===== config.mk =====
export PLATFORM = sky130hd
export DESIGN_NAME = perf_counter_sampler
export DESIGN_NICKNAME = d
export VERILOG_FILES = /design/src/rtl/perf_counter_sampler.sv
export SDC_FILE = /design/constraint.sdc
export NUM_CORES = 1
export LEC_CHECK = 0
export ABC_AREA = 1
export BUFFER_PORTS_ARGS = -buffer_cell sky130_fd_sc_hd__buf_2
export CORE_AREA = 2 2 169 171
export CTS_BUF_LIST = sky130_fd_sc_hd__clkbuf_4
export DETAILED_ROUTE_END_ITERATION = 10
export DIE_AREA = 0 0 171 173
export MAX_ROUTING_LAYER = met4
export SLEW_MARGIN = 20
export SYNTH_ARGS = -nofsm -noshare
export SYNTH_HDL_FRONTEND = slang
export SYNTH_SLANG_ARGS = --single-unit
export TNS_END_PERCENT = 30

===== constraint.sdc =====
create_clock -name clk_i -period 2.85 [get_ports clk_i]
set_input_delay 0.1425 -clock clk_i [delete_from_list [all_inputs] [get_ports clk_i]]
set_output_delay 0.1425 -clock clk_i [all_outputs]
set_load 0.005 [all_outputs]

===== src/rtl/perf_counter_sampler.sv =====
`timescale 1ns/1ps
// perf_counter_sampler: sweeps perf counters FirstIdx..LastIdx and streams them out.
// Define PERF_SAMPLER_CLEAR_ON_READ_EN to zero each counter right after it is read.

module perf_counter_sampler #(
    parameter logic [4:0]  FirstIdx   = 5'd3,
    parameter logic [4:0]  LastIdx    = 5'd18,
    parameter int unsigned TimerWidth = 32
) (
    input  logic                  clk_i,
    input  logic                  rst_ni,
    input  logic                  enable_i,
    input  logic [TimerWidth-1:0] interval_i,
    input  logic                  trigger_i,
    input  logic                  debug_mode_i,
    output logic                  perf_req_o,
    input  logic                  perf_gnt_i,
    output logic [4:0]            perf_addr_o,
    output logic                  perf_we_o,
    output logic [63:0]           perf_data_o,
    input  logic [63:0]           perf_data_i,
    output logic                  sample_valid_o,
    input  logic                  sample_ready_i,
    output logic [4:0]            sample_idx_o,
    output logic [63:0]           sample_data_o,
    output logic                  sample_last_o,
    output logic                  busy_o,
    output logic [15:0]           dropped_o
);

    typedef enum logic [1:0] {IDLE, RD, CLR, OUT} state_e;

    state_e                state_q, state_d;
    logic [TimerWidth-1:0] timer_q, timer_d;
    logic [4:0]            idx_q, idx_d;
    logic [63:0]           sample_q, sample_d;
    logic [15:0]           dropped_q, dropped_d;

    logic timer_run;
    logic tick;
    logic sweep_req;
    logic accept;
    logic drop;
    logic at_last;

    assign timer_run = enable_i && (interval_i != '0);
    // ">=" keeps the timer wrapping if interval_i shrinks below the current count
    assign tick      = timer_run && !debug_mode_i &&
                       (timer_q >= interval_i - TimerWidth'(1));
    assign sweep_req = tick || trigger_i;
    assign accept    = sweep_req && (state_q == IDLE) && !debug_mode_i;
    assign drop      = sweep_req && !accept;
    assign at_last   = (idx_q == LastIdx);

    always_comb begin
        timer_d = timer_q;
        if (!timer_run) begin
            timer_d = '0;
        end else if (!debug_mode_i) begin
            timer_d = tick ? '0 : timer_q + TimerWidth'(1);
        end
    end

    always_comb begin
        dropped_d = dropped_q;
        if (drop && (dropped_q != 16'hFFFF)) begin
            dropped_d = dropped_q + 16'd1;
        end
    end

    always_comb begin
        state_d        = state_q;
        idx_d          = idx_q;
        sample_d       = sample_q;
        perf_req_o     = 1'b0;
        perf_addr_o    = '0;
        perf_we_o      = 1'b0;
        sample_valid_o = 1'b0;
        sample_idx_o   = '0;
        sample_data_o  = '0;
        sample_last_o  = 1'b0;
        unique case (state_q)
            IDLE: begin
                if (accept) begin
                    idx_d   = FirstIdx;
                    state_d = RD;
                end
            end
            RD: begin
                perf_req_o  = 1'b1;
                perf_addr_o = idx_q;
                if (perf_gnt_i) begin
                    sample_d = perf_data_i;
`ifdef PERF_SAMPLER_CLEAR_ON_READ_EN
                    state_d  = CLR;
`else
                    state_d  = OUT;
`endif
                end
            end
`ifdef PERF_SAMPLER_CLEAR_ON_READ_EN
            // Increments landing between the read and this write are lost
            CLR: begin
                perf_req_o  = 1'b1;
                perf_we_o   = 1'b1;
                perf_addr_o = idx_q;
                if (perf_gnt_i) begin
                    state_d = OUT;
                end
            end
`endif
            OUT: begin
                sample_valid_o = 1'b1;
                sample_idx_o   = idx_q;
                sample_data_o  = sample_q;
                sample_last_o  = at_last;
                if (sample_ready_i) begin
                    if (at_last) begin
                        state_d = IDLE;
                    end else begin
                        idx_d   = idx_q + 5'd1;
                        state_d = RD;
                    end
                end
            end
            default: state_d = IDLE;
        endcase
    end

    always_ff @(posedge clk_i or negedge rst_ni) begin
        if (!rst_ni) begin
            state_q   <= IDLE;
            timer_q   <= '0;
            idx_q     <= FirstIdx;
            sample_q  <= '0;
            dropped_q <= '0;
        end else begin
            state_q   <= state_d;
            timer_q   <= timer_d;
            idx_q     <= idx_d;
            sample_q  <= sample_d;
            dropped_q <= dropped_d;
        end
    end

    assign perf_data_o = '0;
    assign busy_o      = (state_q != IDLE);
    assign dropped_o   = dropped_q;

endmodule

# ---- After elaboration in Yosys (flattened, before gate mapping)
# Cells that the tools add are included.
dict set report op_classes {
  n_addsub 4
  magnitude_cmp 1
  n_eq_ne 9
  muxes 18
  n_reduce_logical 17
}
# op count
set ops {}
lappend ops {{$mux 32} 3}
lappend ops {{$mux 64} 1}
lappend ops {{$add 32x1->32 const B} 1}
lappend ops {{$ge 32x32->1} 1}
lappend ops {{$reduce_bool 32->1} 1}
lappend ops {{$sub 32x1->32 const B} 1}
lappend ops {{$mux 5} 5}
lappend ops {{$add 16x1->16 const B} 1}
lappend ops {{$ne 16x16->1 const B} 1}
lappend ops {{$ne 2x2->1 const B} 5}
lappend ops {{$pmux 5 s2} 1}
lappend ops {{$logic_and 1x1->1} 7}
lappend ops {{$mux 2} 3}
lappend ops {{$pmux 2 s3} 1}
lappend ops {{$add 5x1->5 const B} 1}
lappend ops {{$eq 5x5->1 const B} 1}
lappend ops {{$mux 1} 4}
lappend ops {{$reduce_and 4->1} 1}
lappend ops {{$reduce_bool 2->1} 2}
lappend ops {{$reduce_and 3->1} 1}
lappend ops {{$eq 2x1->1 const B} 1}
lappend ops {{$eq 2x2->1 const B} 1}
lappend ops {{$logic_not 1->1} 2}
lappend ops {{$logic_not 2->1} 1}
lappend ops {{other kinds (2)} 2}
dict set report totals {
  output_inout_bits 159
  ff_bits 119
  input_bits 103
}

# ---- Logic depth before layout (Yosys ltp)
# Gate-level depths: netlist of run 1.
dict set report logic_depth {
  depth_word 10
  depth_mapped 26
  ltp_nobuf 26
}

# ---- Worst setup path before layout of run 1
# OpenSTA, ideal clock, no wires.
dict set report synth_timing {
  path_kind {input -> register}
  startpoint {input interval_i[0]}
  endpoint {register dropped_q[5] (netlist: dropped_o[5])}
  setup_time_ps 122
  cell_stages 23
  setup_slack_ps -1
  t_arrival_ps 2730
  path_cell_list {inv_1 ha_1 inv_1 nor2_4 nand4_2 nor3_2 nand2_2 nor2_2 nand3_1 xor2_1 ha_1 nand2_1 nor2_1 nand2_1 nor4_2 nand2_1 nand2_1 nand2_2 nand2_4 nand3_4 buf_6 nand2_1 o21ai_2}
}
dict set report synth_via {
  elab_chain_cells 10
  word_cells_on_any_way 12
}
# element line
set synth_rtl {}
lappend synth_rtl {{start, declared} 13} ;# input logic [TimerWidth-1:0] interval_i,
lappend synth_rtl {{branches (longest 3 deep; another with $sub 32x1->32)} n/a}
lappend synth_rtl {{$logic_and 1x1->1 (*)} 48} ;# assign tick = timer_run && !debug_mode_i &&
lappend synth_rtl {{$logic_or 1x1->1 (*)} 50} ;# assign sweep_req = tick || trigger_i;
lappend synth_rtl {{$logic_and 1x1->1 (2 in a row)} 51} ;# assign accept = sweep_req && (state_q == IDLE) && !debug_mode_i;
lappend synth_rtl {{$logic_not 1->1} 52} ;# assign drop = sweep_req && !accept;
lappend synth_rtl {{$logic_and 1x1->1 (*)} 52}
lappend synth_rtl {{$logic_and 1x1->1 (*)} 66} ;# if (drop && (dropped_q != 16'hFFFF)) begin
lappend synth_rtl {{end signal, assigned} 142} ;# dropped_q <= dropped_d;
lappend synth_rtl {{end, declared} 37} ;# logic [15:0] dropped_q, dropped_d;
# Mark *: on every way between the ends.
# A chain may end at the register's enable or synchronous reset.

# ---- Final worst setup path of run 1
dict set report layout_timing {
  startpoint {input interval_i[0]}
  endpoint {register dropped_q[0] (netlist: dropped_o[0])}
}
# The elaborated chain is that of the path after synthesis.

==> metrics.cfg, run 1 <==
[route]
wl_per_cell_um = 12.38
drc_errors = 0
drt-total-wl_mm = 22.33
drt_iter0_markers = 385
dr_total_vias = 7740
dr.pass1.iters = 5
drt-vias-per-instance = 4.290
final_antenna_net_count = 0

[floorplanning]
initial_core_util = 0.2965
dieArea_um2 = 29580
die_h_um = 173
io_pins = 262
rows = 61
die_width_um = 171
core_area_um2 = 27630

[sta]
fin_tns_setup_ns = 0
slew_violations = 0
relSlewSlack = 0.4640
fmax_mhz = 365.7
tightest_slew_ns = 0.8041
setup_viol = 0
rsz0062_at_grt = yes
fin_crit_sh = 0.9595
hold_viol = 0
clock-skew-final_ns = 0.02386
fin_crit_ns = 2.735

[yosys]
synth_top_family_by_area = simple AND/OR/NAND/NOR gates
post-synth-top-count-cell = nor2_1
synth-simple-area-share = 0.2616
mappedNetlistArea_um2 = 8193
async_reset_ff_frac = 1.000
synthAdderAreaFrac = 0.05651
synth_compound_area_frac = 0.1008
ys_ff_latch = 119
netlist_instances = 1094
synth_edf_count = 0
yosysWarnings = 0
seq_area_frac_synth = 0.3638
synth_xor_area_frac = 0.06735
yosysTopAreaCell = dfrtp_1
synth.avg_cell_area_um2 = 7.489
synth_cell_types = 43
synthTopCellsByCount = 215 x nor2_1, 157 x inv_1, 145 x nand2_1, 117 x dfrtp_1, 80 x a21oi_1
synth_top_area_frac = 0.3574
synthMuxAreaShare = 0
ys.flop_type = dfrtp_1
yosys-top-cells-area = dfrtp_1 36%, nor2_1 9.9%, inv_1 7.2%

[power_and_ir_drop]
clock_power_share = 0.262
p_sw_uw = 1670
combinationalPowerShare = 0.297
leakage_uw = 0.005542
worst_ir_drop_vdd_mv = 0.2976
pwr-share-seq = 0.440
power_density_nw_per_um2 = 432.5
internal_power_uw = 3073
p_sw_frac = 0.3521
finalPower_uw = 4743

[layout]
syn2layout_area_growth_pct = 33.86
layout.cells.non_filler = 1804
nets = 1551
drive_gt1_frac = 0.2711
fillers = 2902

[clock_network]
clock_latency_ns = 0.53
cts.sinks = 119
cts_root_buffer = clkbuf_4
path_clk_slew_ns = 0.12
htree_levels = 4
cts-buffers-inserted = 17
cts_tree = built
clock_path_buffers = 2

[global_routing]
antenna_found_initial = 2
track_usage = 0.1546
grt.overflow.total = 0
grt_pass1_vias = 7545
grt_pass1_wl_mm = 36.07
grt_max_degree = 68

[run_status]
status = finished clean

[placed_design]
portBuffers = 196
dp_cells = 1698
dpl.hpwl_mm = 16.51
place.gp.congestion = 0.8607

[hold_path]
hold_path.class = in -> reg

[worst_setup_path]
worstPathMaxFanout = 6
worstSetupStartpointType = input port
worstSetupEndpointType = flip-flop
crit_required_ns = 3.28
worstSetupPathType = in -> reg
critPathArrivalTime_ns = 3.16

[flow_run]
max_cap_violations = 0

-- worst paths after layout --
| kind | to | slack, ns | start | cells past startpoint |
|---|---|---|---|---|
| max | dropped_o[0]$_DFFE_PN0P_ | 0.12 | interval_i[0] | 23 |
| min | timer_q[20]$_DFFE_PN0P_ | 0.08 | enable_i | 5 |
| max reg2reg | dropped_o[0]$_DFFE_PN0P_ | 0.58 | timer_q[6]$_DFFE_PN0P_ | 14 |
| min reg2reg | idx_q[0]$_DFFE_PN1P_ | 0.50 | idx_q[0]$_DFFE_PN1P_ | 2 |
| max in group asynchronous | sample_q[14]$_DFFE_PN0P_ | 1.79 | rst_ni | 3 |
| min in group asynchronous | sample_q[43]$_DFFE_PN0P_ | 0.23 | rst_ni | 2 |
-- routing by layer --
layer,up-vias,GRT usage,share of wire
met2,173,0.2525,0.49
met1,3587,0.1936,0.45
met3,33,0.02770,0.043
li1,3947,-,-
met4,0,0.04838,0.020
met5,-,-,0
-- stage by stage --
step | setup WS (ns) | cell area (µm²) | utilization | hold slack [ns]
final | 0.1153 | 10970 | 0.3969 | 0.08187
after global routing | -0.06891 | 10970 | 0.3969 | 0.07307
after CTS | 0.05044 | 10700 | 0.3874 | 0.01263
after detailed placement | -0.5425 | 9753 | 0.3530 | 0.2939
after global placement | -0.4826 | 9753 | 0.3530 | 0.2831
after floorplan | 0.01440 | 8439 | - | -0.1531
-- cells in the final DEF, fill, tap and decap left out, types with 17 or more instances in the layout --
master / count
clkbuf_4: 17
nand3_1: 31
ha_1: 36
a21oi_1: 80
dlygate4sd3_1: 67
xor2_1: 41
nand2_2: 23
xnor2_1: 22
inv_1: 154
nand2_1: 127
buf_2: 189
conb_1: 65
nor3_1: 24
nor2_1: 210
buf_4: 58
dfrtp_1: 117
-- flip-flops by register name, indices dropped and copies added (netlist names) --
signal / cells
state_q: 2
dropped_o: 16
idx_q: 5
timer_q: 32
sample_q: 64
-- logic make-up after synthesis --
kind of cell    count (synthesis)
compound gates                143
xor+xnor                       63
fa+ha+maj                      37
buf+inv                       254
flops                         119
other cells                     1
simple gates                  477
-- power groups by stage --
stage / registers [µW] / logic [µW] / clock network [µW]
after floorplan: 2080 / 803 / 0
after global placement: 2100 / 1290 / 0
after detailed placement: 2110 / 1300 / 0
after CTS: 2080 / 1380 / 1290
after global routing: 2120 / 1600 / 1380
final: 2090 / 1410 / 1240
-- repair_timing --
action,4_1_cts,5_1_grt
hold endpoints to repair,124,0
endpoints found under the setup margin,0,22
resized for setup,0,60
hold buffers,67,0
setup buffers,0,5
-- cell type report --
type	instances	area (µm²)	share of cell area
multi-input cells	785	4398	0.4010
diodes	2	5.005	0.0004564
clock inverters	15	152.6	0.01392
repair buffers	327	2223	0.2027
clock buffers	17	127.6	0.01164
inverters	161	606.8	0.05533
flip-flops and latches	119	2980	0.2718
well taps	378	473.0	0.04313
-- worst max-delay path: stages --
cell and delay (ns):
buf_6 0.09, inv_2 0.06, ha_4 0.13, inv_2 0.04
nor2_4 0.11, nand4_4 0.11, nor3_4 0.28, nand2_2 0.12
nor2_4 0.17, nand3_2 0.08, xor2_1 0.17, ha_1 0.29
nand2_2 0.08, nor2_4 0.11, nand2_2 0.08, nor4_4 0.26
nand2_2 0.11, nand2_2 0.11, nand2_2 0.07, nand2_4 0.10
nand3_4 0.14, buf_4 0.18, xor2_1 0.13
(Power assumes the default switching activity.)
==> inputs of run 2 (changes only) <==
--- a/config.mk
+++ b/config.mk
@@ -12,6 +12,7 @@
 export DETAILED_ROUTE_END_ITERATION = 10
 export DIE_AREA = 0 0 171 173
 export MAX_ROUTING_LAYER = met4
+export REMOVE_ABC_BUFFERS = 1
 export SLEW_MARGIN = 20
 export SYNTH_ARGS = -nofsm -noshare
 export SYNTH_HDL_FRONTEND = slang
==> run 2 against run 1 <==
  * Die area did not move
  * Combinational power barely moved
  * Sequential share of layout area rose by 0.25 points
  * Sequential power barely moved
  * Via count fell by 0.40%
  * Utilization fell by 0.36 points
  * Register-to-register slack barely moved
==> metrics.cfg, run 2 (synthesis results as in run 1) <==
[worst_setup_path]
worstSetupEndpointType = flip-flop
cpPeakStageDelay_ns = 0.28  ; about the same
worstSetupPathType = in -> reg
critPathArrivalTime_ns = 3.13  ; -0.03 ns
worstSetupStartpointType = input port
crit_slowest_cell = ha_1
cp_cell_sequence = buf_6 > inv_4 > ha_4 > inv_4 > nor2_4 > nand4_4 > nor3_4 > nand2_2 > nor2_4 > nand3_1 > xor2_1 > ha_1 > nand2_1 > nor2_2 > nand2_2 > nor4_2 > nand2_1 > nand2_2 > nand2_4 > nand2_4 > nand3_4 > buf_12 > xor2_1
crit_required_ns = 3.26  ; -0.02 ns
cp_common_cell = nand2_2
worstPathMaxFanout = 8  ; +2

[placed_design]
place.gp.congestion = 0.8636  ; +0.34%
portBuffers = 196  ; unchanged
detailed_place.area_um2 = 9657  ; -0.99%
dp_cells = 1686  ; -0.71%
dpl.hpwl_mm = 15.74  ; -4.6%

[clock_network]
cts-buffers-inserted = 17  ; unchanged
cts.sinks = 119  ; unchanged
cts_root_buffer = clkbuf_4
htree_levels = 4  ; unchanged
path_clk_slew_ns = 0.12  ; about the same
clock_latency_ns = 0.52  ; about the same
clock_path_buffers = 2  ; unchanged
cts_tree = built

[sta]
slew_violations = 0  ; unchanged
fin_crit_sh = 0.9551  ; -0.004436
fin_crit_ns = 2.722  ; -0.01264 ns
rsz0062_at_grt = yes
tightest_slew_ns = 0.8934  ; +0.08938 ns
relSlewSlack = 0.4044  ; -0.05959
fin_tns_setup_ns = 0  ; unchanged
hold_viol = 0  ; unchanged
setup_viol = 0  ; unchanged
clock-skew-final_ns = 0.02746  ; +0.003608 ns
fmax_mhz = 367.4  ; +0.46%

[layout]
fillers = 2853  ; -1.7%
final_common_cell = nor2_1
final_cell_mix = 210 x nor2_1, 190 x buf_2, 154 x inv_1, 126 x nand2_1, 117 x dfrtp_1
syn2layout_area_growth_pct = 32.65
drive_gt1_frac = 0.2647  ; -0.006382
largest-register = sample_q
regArea_um2 = 2980  ; unchanged
multi_input_area_um2 = 4372  ; -0.60%
postLayoutCellArea_um2 = 10870  ; -0.90%
layout.cells.non_filler = 1793  ; -0.61%
largest_reg_flops = 64  ; unchanged
nets = 1541  ; -0.64%

[power_and_ir_drop]
worst_ir_drop_vdd_mv = 0.3455  ; +16%
leakage_uw = 0.005486  ; -1.0%
power_density_nw_per_um2 = 429.2  ; -0.76%

[floorplanning]
die_width_um = 171  ; unchanged
initial_core_util = 0.2965  ; unchanged
core_area_um2 = 27630  ; unchanged
die_h_um = 173  ; unchanged
rows = 61  ; unchanged
io_pins = 262  ; unchanged
dieArea_um2 = 29580  ; unchanged

[global_routing]
antenna_found_initial = 2  ; unchanged
grt_pass1_vias = 7322  ; -3.0%
track_usage = 0.1526  ; -0.001994
grt_max_degree = 130  ; +91%
grt_pass1_wl_mm = 35.74  ; -0.92%
grt.overflow.total = 0  ; unchanged

[run_status]
status = finished clean

[route]
dr.pass1.iters = 5  ; unchanged
drt-vias-per-instance = 4.299  ; +0.21%
drc_errors = 0  ; unchanged
final_antenna_net_count = 0  ; unchanged
wl_per_cell_um = 12.27  ; -0.90%
drt-total-wl_mm = 22.00  ; -1.5%
dr_total_vias = 7709  ; -0.40%
drt_iter0_markers = 348  ; -9.6%

[flow_run]
max_cap_violations = 0  ; unchanged

[hold_path]
hold_path.class = in -> reg

[run 2: cell types whose count changed in the layout (fill, tap and decap cells not counted), moves of 2 or more]
| cell | previous run | this run |
|---|---|---|
| buf_6 | 9 | 6 |
| nand3_1 | 31 | 33 |
| buf_4 | 58 | 49 |
| inv_6 | 4 | 0 |
| clkinv_2 | 3 | 5 |
| nand3_2 | 6 | 4 |
| nand2_2 | 23 | 25 |
| inv_4 | 1 | 3 |
| clkbuf_16 | 0 | 2 |
| inv_2 | 6 | 4 |
[run 2: worst paths after layout]
check	startpoint	endpoint	slack (ns)	cells past startpoint
max	interval_i[1]	dropped_o[0]$_DFFE_PN0P_	0.13	23
min in group asynchronous	rst_ni	sample_q[39]$_DFFE_PN0P_	0.17	2
min	enable_i	timer_q[21]$_DFFE_PN0P_	0.09	5
max reg2reg	timer_q[31]$_DFFE_PN0P_	dropped_o[0]$_DFFE_PN0P_	0.58	12
max in group asynchronous	rst_ni	timer_q[1]$_DFFE_PN0P_	1.81	3
min reg2reg	idx_q[0]$_DFFE_PN1P_	idx_q[0]$_DFFE_PN1P_	0.50	2
[run 2: layer usage]
metal,up-vias,global-route usage,wire length (µm)
li1,3937,-,-
met1,3544,0.1930,9930
met2,199,0.2500,10650
met3,29,0.02312,976
met4,0,0.04838,439
met5,-,-,0
[run 2: where the power goes]
part           leakage [µW]  internal, µW  switching (µW)
sequential          0.00144          1940             138
combinational       0.00390           599             797
clock              0.000136           506             686
[run 2: worst max-delay path, delay by kind of cell]
kind | cells | cell delay [ns]
buffers and inverters | 4 | 0.35
AND/OR/NAND/NOR | 15 | 1.92
XOR/XNOR | 2 | 0.30
adder cells (fa/ha/maj) | 2 | 0.42
[run 2: area by class of cell]
class / instances / share of cell area
diodes: 2 / 0.0004605
clock buffers: 17 / 0.01174
clock inverters: 14 / 0.01255
inverters: 161 / 0.05630
multi-input cells: 785 / 0.4023
flip-flops and latches: 119 / 0.2742
well taps: 378 / 0.04352
repair buffers: 317 / 0.1989
[run 2: what timing repair did]
action,in CTS,in global routing
gates resized for setup,0,51
hold buffers,67,0
setup endpoints to repair,0,38
buffers inserted,0,4
endpoints found under the hold margin,112,0
[run 2: metrics by stage]
stage | utilization | hold slack (ns) | setup slack (ns) | total power (µW)
floorplan | - | -0.1531 | -0.1756 | 2809
global placement | 0.3495 | 0.1940 | -0.4027 | 3367
detailed placement | 0.3495 | 0.1920 | -0.5060 | 3390
CTS | 0.3833 | 0.02711 | 0.08492 | 4673
global route | 0.3934 | 0.06738 | -0.01802 | 5002
finish | 0.3934 | 0.09233 | 0.1280 | 4665
==> inputs of run 3 (changes only) <==
--- a/config.mk
+++ b/config.mk
@@ -5,14 +5,15 @@
 export SDC_FILE = /design/constraint.sdc
 export NUM_CORES = 1
 export LEC_CHECK = 0
-export ABC_AREA = 1
+export ABC_AREA = 0
 export BUFFER_PORTS_ARGS = -buffer_cell sky130_fd_sc_hd__buf_2
-export CORE_AREA = 2 2 169 171
+export CORE_AREA = 2 2 162 164
 export CTS_BUF_LIST = sky130_fd_sc_hd__clkbuf_4
 export DETAILED_ROUTE_END_ITERATION = 10
-export DIE_AREA = 0 0 171 173
+export DIE_AREA = 0 0 164 166
 export MAX_ROUTING_LAYER = met4
 export REMOVE_ABC_BUFFERS = 1
+export SETUP_SLACK_MARGIN = 0.3
 export SLEW_MARGIN = 20
 export SYNTH_ARGS = -nofsm -noshare
 export SYNTH_HDL_FRONTEND = slang
==> run 3 against run 2 <==
  * First-iteration DRC count increased by 40%
  * Via count decreased by 11%
  * Highest routed layer unchanged
  * Power increased by 20%
  * The run now ends with negative setup slack left
  * Routed wire length decreased by 0.17%
  * Critical endpoint is now dropped_o[11]$_DFFE_PN0P_
  * Die area decreased by 8.0%
  * Clock-buffer cell count increased by 1
==> metrics.cfg, run 3 <==
[run_status]
status = finished, violations left
violations = negative setup slack

[layout]
largest_reg_flops = 64  ; unchanged
syn2layout_area_growth_pct = 43.77
final_common_cell = buf_2
fillers = 2441  ; -14%
drive_gt1_frac = 0.4097  ; +0.1450
postLayoutCellArea_um2 = 10830  ; -0.31%
regArea_um2 = 2980  ; unchanged
nets = 1257  ; -18%
final_cell_mix = 194 x buf_2, 117 x dfrtp_1, 84 x buf_4, 75 x and3_1, 68 x dlygate4sd3_1
multi_input_area_um2 = 4496  ; +2.8%
largest-register = sample_q

[route]
final_antenna_net_count = 0  ; unchanged
dr_total_vias = 6855  ; -11%
wl_per_cell_um = 14.96  ; +22%
drt_iter0_markers = 487  ; +40%
dr.pass1.iters = 7  ; +2
drt-vias-per-instance = 4.670  ; +8.6%
drc_errors = 0  ; unchanged
drt-total-wl_mm = 21.96  ; -0.17%

[power_and_ir_drop]
internal_power_uw = 3736  ; +23%
p_sw_uw = 1853  ; +14%
worst_ir_drop_vdd_mv = 0.2671  ; -23%
clock_power_share = 0.241  ; -0.015
pwr-share-seq = 0.431  ; -0.014
power_density_nw_per_um2 = 515.8  ; +20%
leakage_uw = 0.005342  ; -2.6%
p_sw_frac = 0.3315  ; -0.01592
combinationalPowerShare = 0.328  ; +0.029

[floorplanning]
core_area_um2 = 25620  ; -7.3%
rows = 59  ; -3.3%
die_h_um = 166  ; -4.0%
initial_core_util = 0.2942  ; -0.002339
dieArea_um2 = 27220  ; -8.0%
io_pins = 262  ; unchanged
die_width_um = 164  ; -4.1%

[sta]
slew_violations = 0  ; unchanged
fin_crit_ns = 3.570  ; +0.8480 ns
setup_viol = 54  ; +54
rsz0062_at_grt = yes
clock-skew-final_ns = 0.02347  ; -0.003991 ns
hold_viol = 0  ; unchanged
fin_ws_ns = -0.7201  ; -0.8480 ns
tightest_slew_ns = 0.8950  ; +0.001580 ns
whs_ns = 0.1198  ; +0.02751 ns
relSlewSlack = 0.4033  ; -0.001053
fmax_mhz = 280.1  ; -24%
fin_crit_sh = 1.253  ; +0.2975

[clock_network]
cts.sinks = 119  ; unchanged
clock_latency_ns = 0.51  ; about the same
cts_tree = built
htree_levels = 4  ; unchanged
cts-buffers-inserted = 17  ; unchanged
clock_path_buffers = 2  ; unchanged
path_clk_slew_ns = 0.12  ; about the same
cts_root_buffer = clkbuf_4

[worst_setup_path]
worstSetupEndpointType = flip-flop
crit_required_ns = 3.28  ; +0.02 ns
worstPathMaxFanout = 5  ; -3
worstSetupStartpointType = input port
worstSetupPathType = in -> reg
critPathArrivalTime_ns = 4.00  ; +0.87 ns

[hold_path]
hold_path.class = in -> reg

[placed_design]
place.gp.congestion = 0.8314  ; -3.7%
portBuffers = 196  ; unchanged
dpl.hpwl_mm = 14.92  ; -5.2%
pre_cts_slack_ns = -1.392  ; -0.8861 ns
detailed_place.area_um2 = 9215  ; -4.6%

[global_routing]
track_usage = 0.1612  ; +0.008592
antenna_found_initial = 3  ; +1
grt_max_degree = 72  ; -45%
grt_pass1_wl_mm = 34.36  ; -3.9%
grt.overflow.total = 0  ; unchanged
grt_pass1_vias = 6718  ; -8.2%

[yosys]
yosysWarnings = 0  ; unchanged
synth_top_area_frac = 0.3885  ; +0.03115
mappedNetlistArea_um2 = 7536  ; -8.0%
yosys-top-cells-area = dfrtp_1 39%, mux2_2 9.6%, buf_4 6.5%
ys_ff_latch = 119  ; unchanged
async_reset_ff_frac = 1.000  ; unchanged
synth_edf_count = 0  ; unchanged
synth_cell_types = 64  ; +49%
seq_area_frac_synth = 0.3955  ; +0.03171
netlist_instances = 768  ; -30%
post-synth-top-count-cell = dfrtp_1
synthTopCellsByCount = 117 x dfrtp_1, 76 x and3_1, 65 x buf_4, 64 x mux2_2, 58 x nand2_1
yosysTopAreaCell = dfrtp_1
ys.flop_type = dfrtp_1
synth.avg_cell_area_um2 = 9.812  ; +31%

[flow_run]
max_cap_violations = 0  ; unchanged

## run 3: cell count changes in the layout (fill, tap and decap cells not counted), moves of 17 or more
cell,before,now
nand2_2,25,5
mux2_2,0,64
o21ai_1,9,26
nor2_1,210,26
and3_1,0,75
inv_1,154,11
buf_4,49,84
nand2_1,126,53
xor2_1,41,21
a21oi_1,80,12
## run 3: worst max-delay path: stages
cell and delay (ns):
buf_6 0.10, or4_4 0.53, or3_4 0.36, nor4_4 0.28, buf_4 0.19, and2b_1 0.14, xnor2_1 0.07, ha_1 0.29
and4_1 0.19, nand2_1 0.07, or4_4 0.45, a31o_4 0.29, a21boi_4 0.19, o21ai_4 0.12, buf_4 0.17, buf_6 0.12
nor3_2 0.16, xor2_1 0.16
## run 3: cells by family after synthesis
logic type,after synthesis,share of synthesized area
adders and majority gates,37,0.06143
other,1,0.0004976
xor gates and xnor gates,45,0.05230
DFF,119,0.3955
muxes,66,0.09846
AOI/OAI and AO/OA,109,0.09663
buffers and inverters,111,0.09032
and+or+nand+nor,280,0.2049
## run 3: area by class of cell
type | instances | share of cell area
clock buffer | 18 | 0.01247
inverter | 11 | 0.003811
timing repair buffer | 366 | 0.2386
multi-input combinational | 602 | 0.4149
clock inverter | 14 | 0.01571
sequential | 119 | 0.2751
antenna | 3 | 0.0006929
tap | 335 | 0.03869
## run 3: power groups by stage
stage / clock, µW / combinational [µW] / sequential [µW]
final: 1340 / 1840 / 2410
after global routing: 1470 / 2040 / 2470
after CTS: 1400 / 1780 / 2390
after detailed placement: 0 / 1640 / 2430
after global placement: 0 / 1630 / 2410
after floorplan: 0 / 908 / 2360
## run 3: layer usage
layer | GRT usage | wire [µm]
met1 | 0.2032 | 9936
met2 | 0.2616 | 10340
met3 | 0.03422 | 1427
met4 | 0.04348 | 250
met5 | - | 0
## run 3: per-stage QoR
step,instances,util,total power [µW],setup TNS (ns)
floorplan,732,-,3273,-85.10
global placement,1346,0.3597,4044,-57.93
detailed placement,1346,0.3597,4069,-65.43
CTS,1456,0.4096,5580,-25.24
global route,1468,0.4229,5972,-29.90
finish,1468,0.4229,5588,-26.78
## run 3: final timing paths
kind | startpoint | endpoint | slack (ns) | cells past startpoint
worst min-delay path | perf_gnt_i | state_q[1]$_DFFE_PN0P_ | 0.12 | 4
worst max-delay path | interval_i[7] | dropped_o[11]$_DFFE_PN0P_ | -0.72 | 18
worst max register to register | timer_q[7]$_DFFE_PN0P_ | dropped_o[11]$_DFFE_PN0P_ | -0.10 | 12
max in group asynchronous | rst_ni | idx_q[0]$_DFFE_PN1P_ | 1.75 | 3
min in group asynchronous | rst_ni | sample_q[54]$_DFFE_PN0P_ | 0.32 | 2
worst min register to register | dropped_o[13]$_DFFE_PN0P_ | dropped_o[13]$_DFFE_PN0P_ | 0.49 | 1
## run 3: repair_timing
item | CTS | global route
hold endpoints to repair | 133 | 0
buffers inserted | 9 | 8
gates cloned | 1 | 1
pin swaps | 13 | 31
hold buffers | 68 | 0
endpoints found under the setup margin | 54 | 54
gates resized for setup | 39 | 89
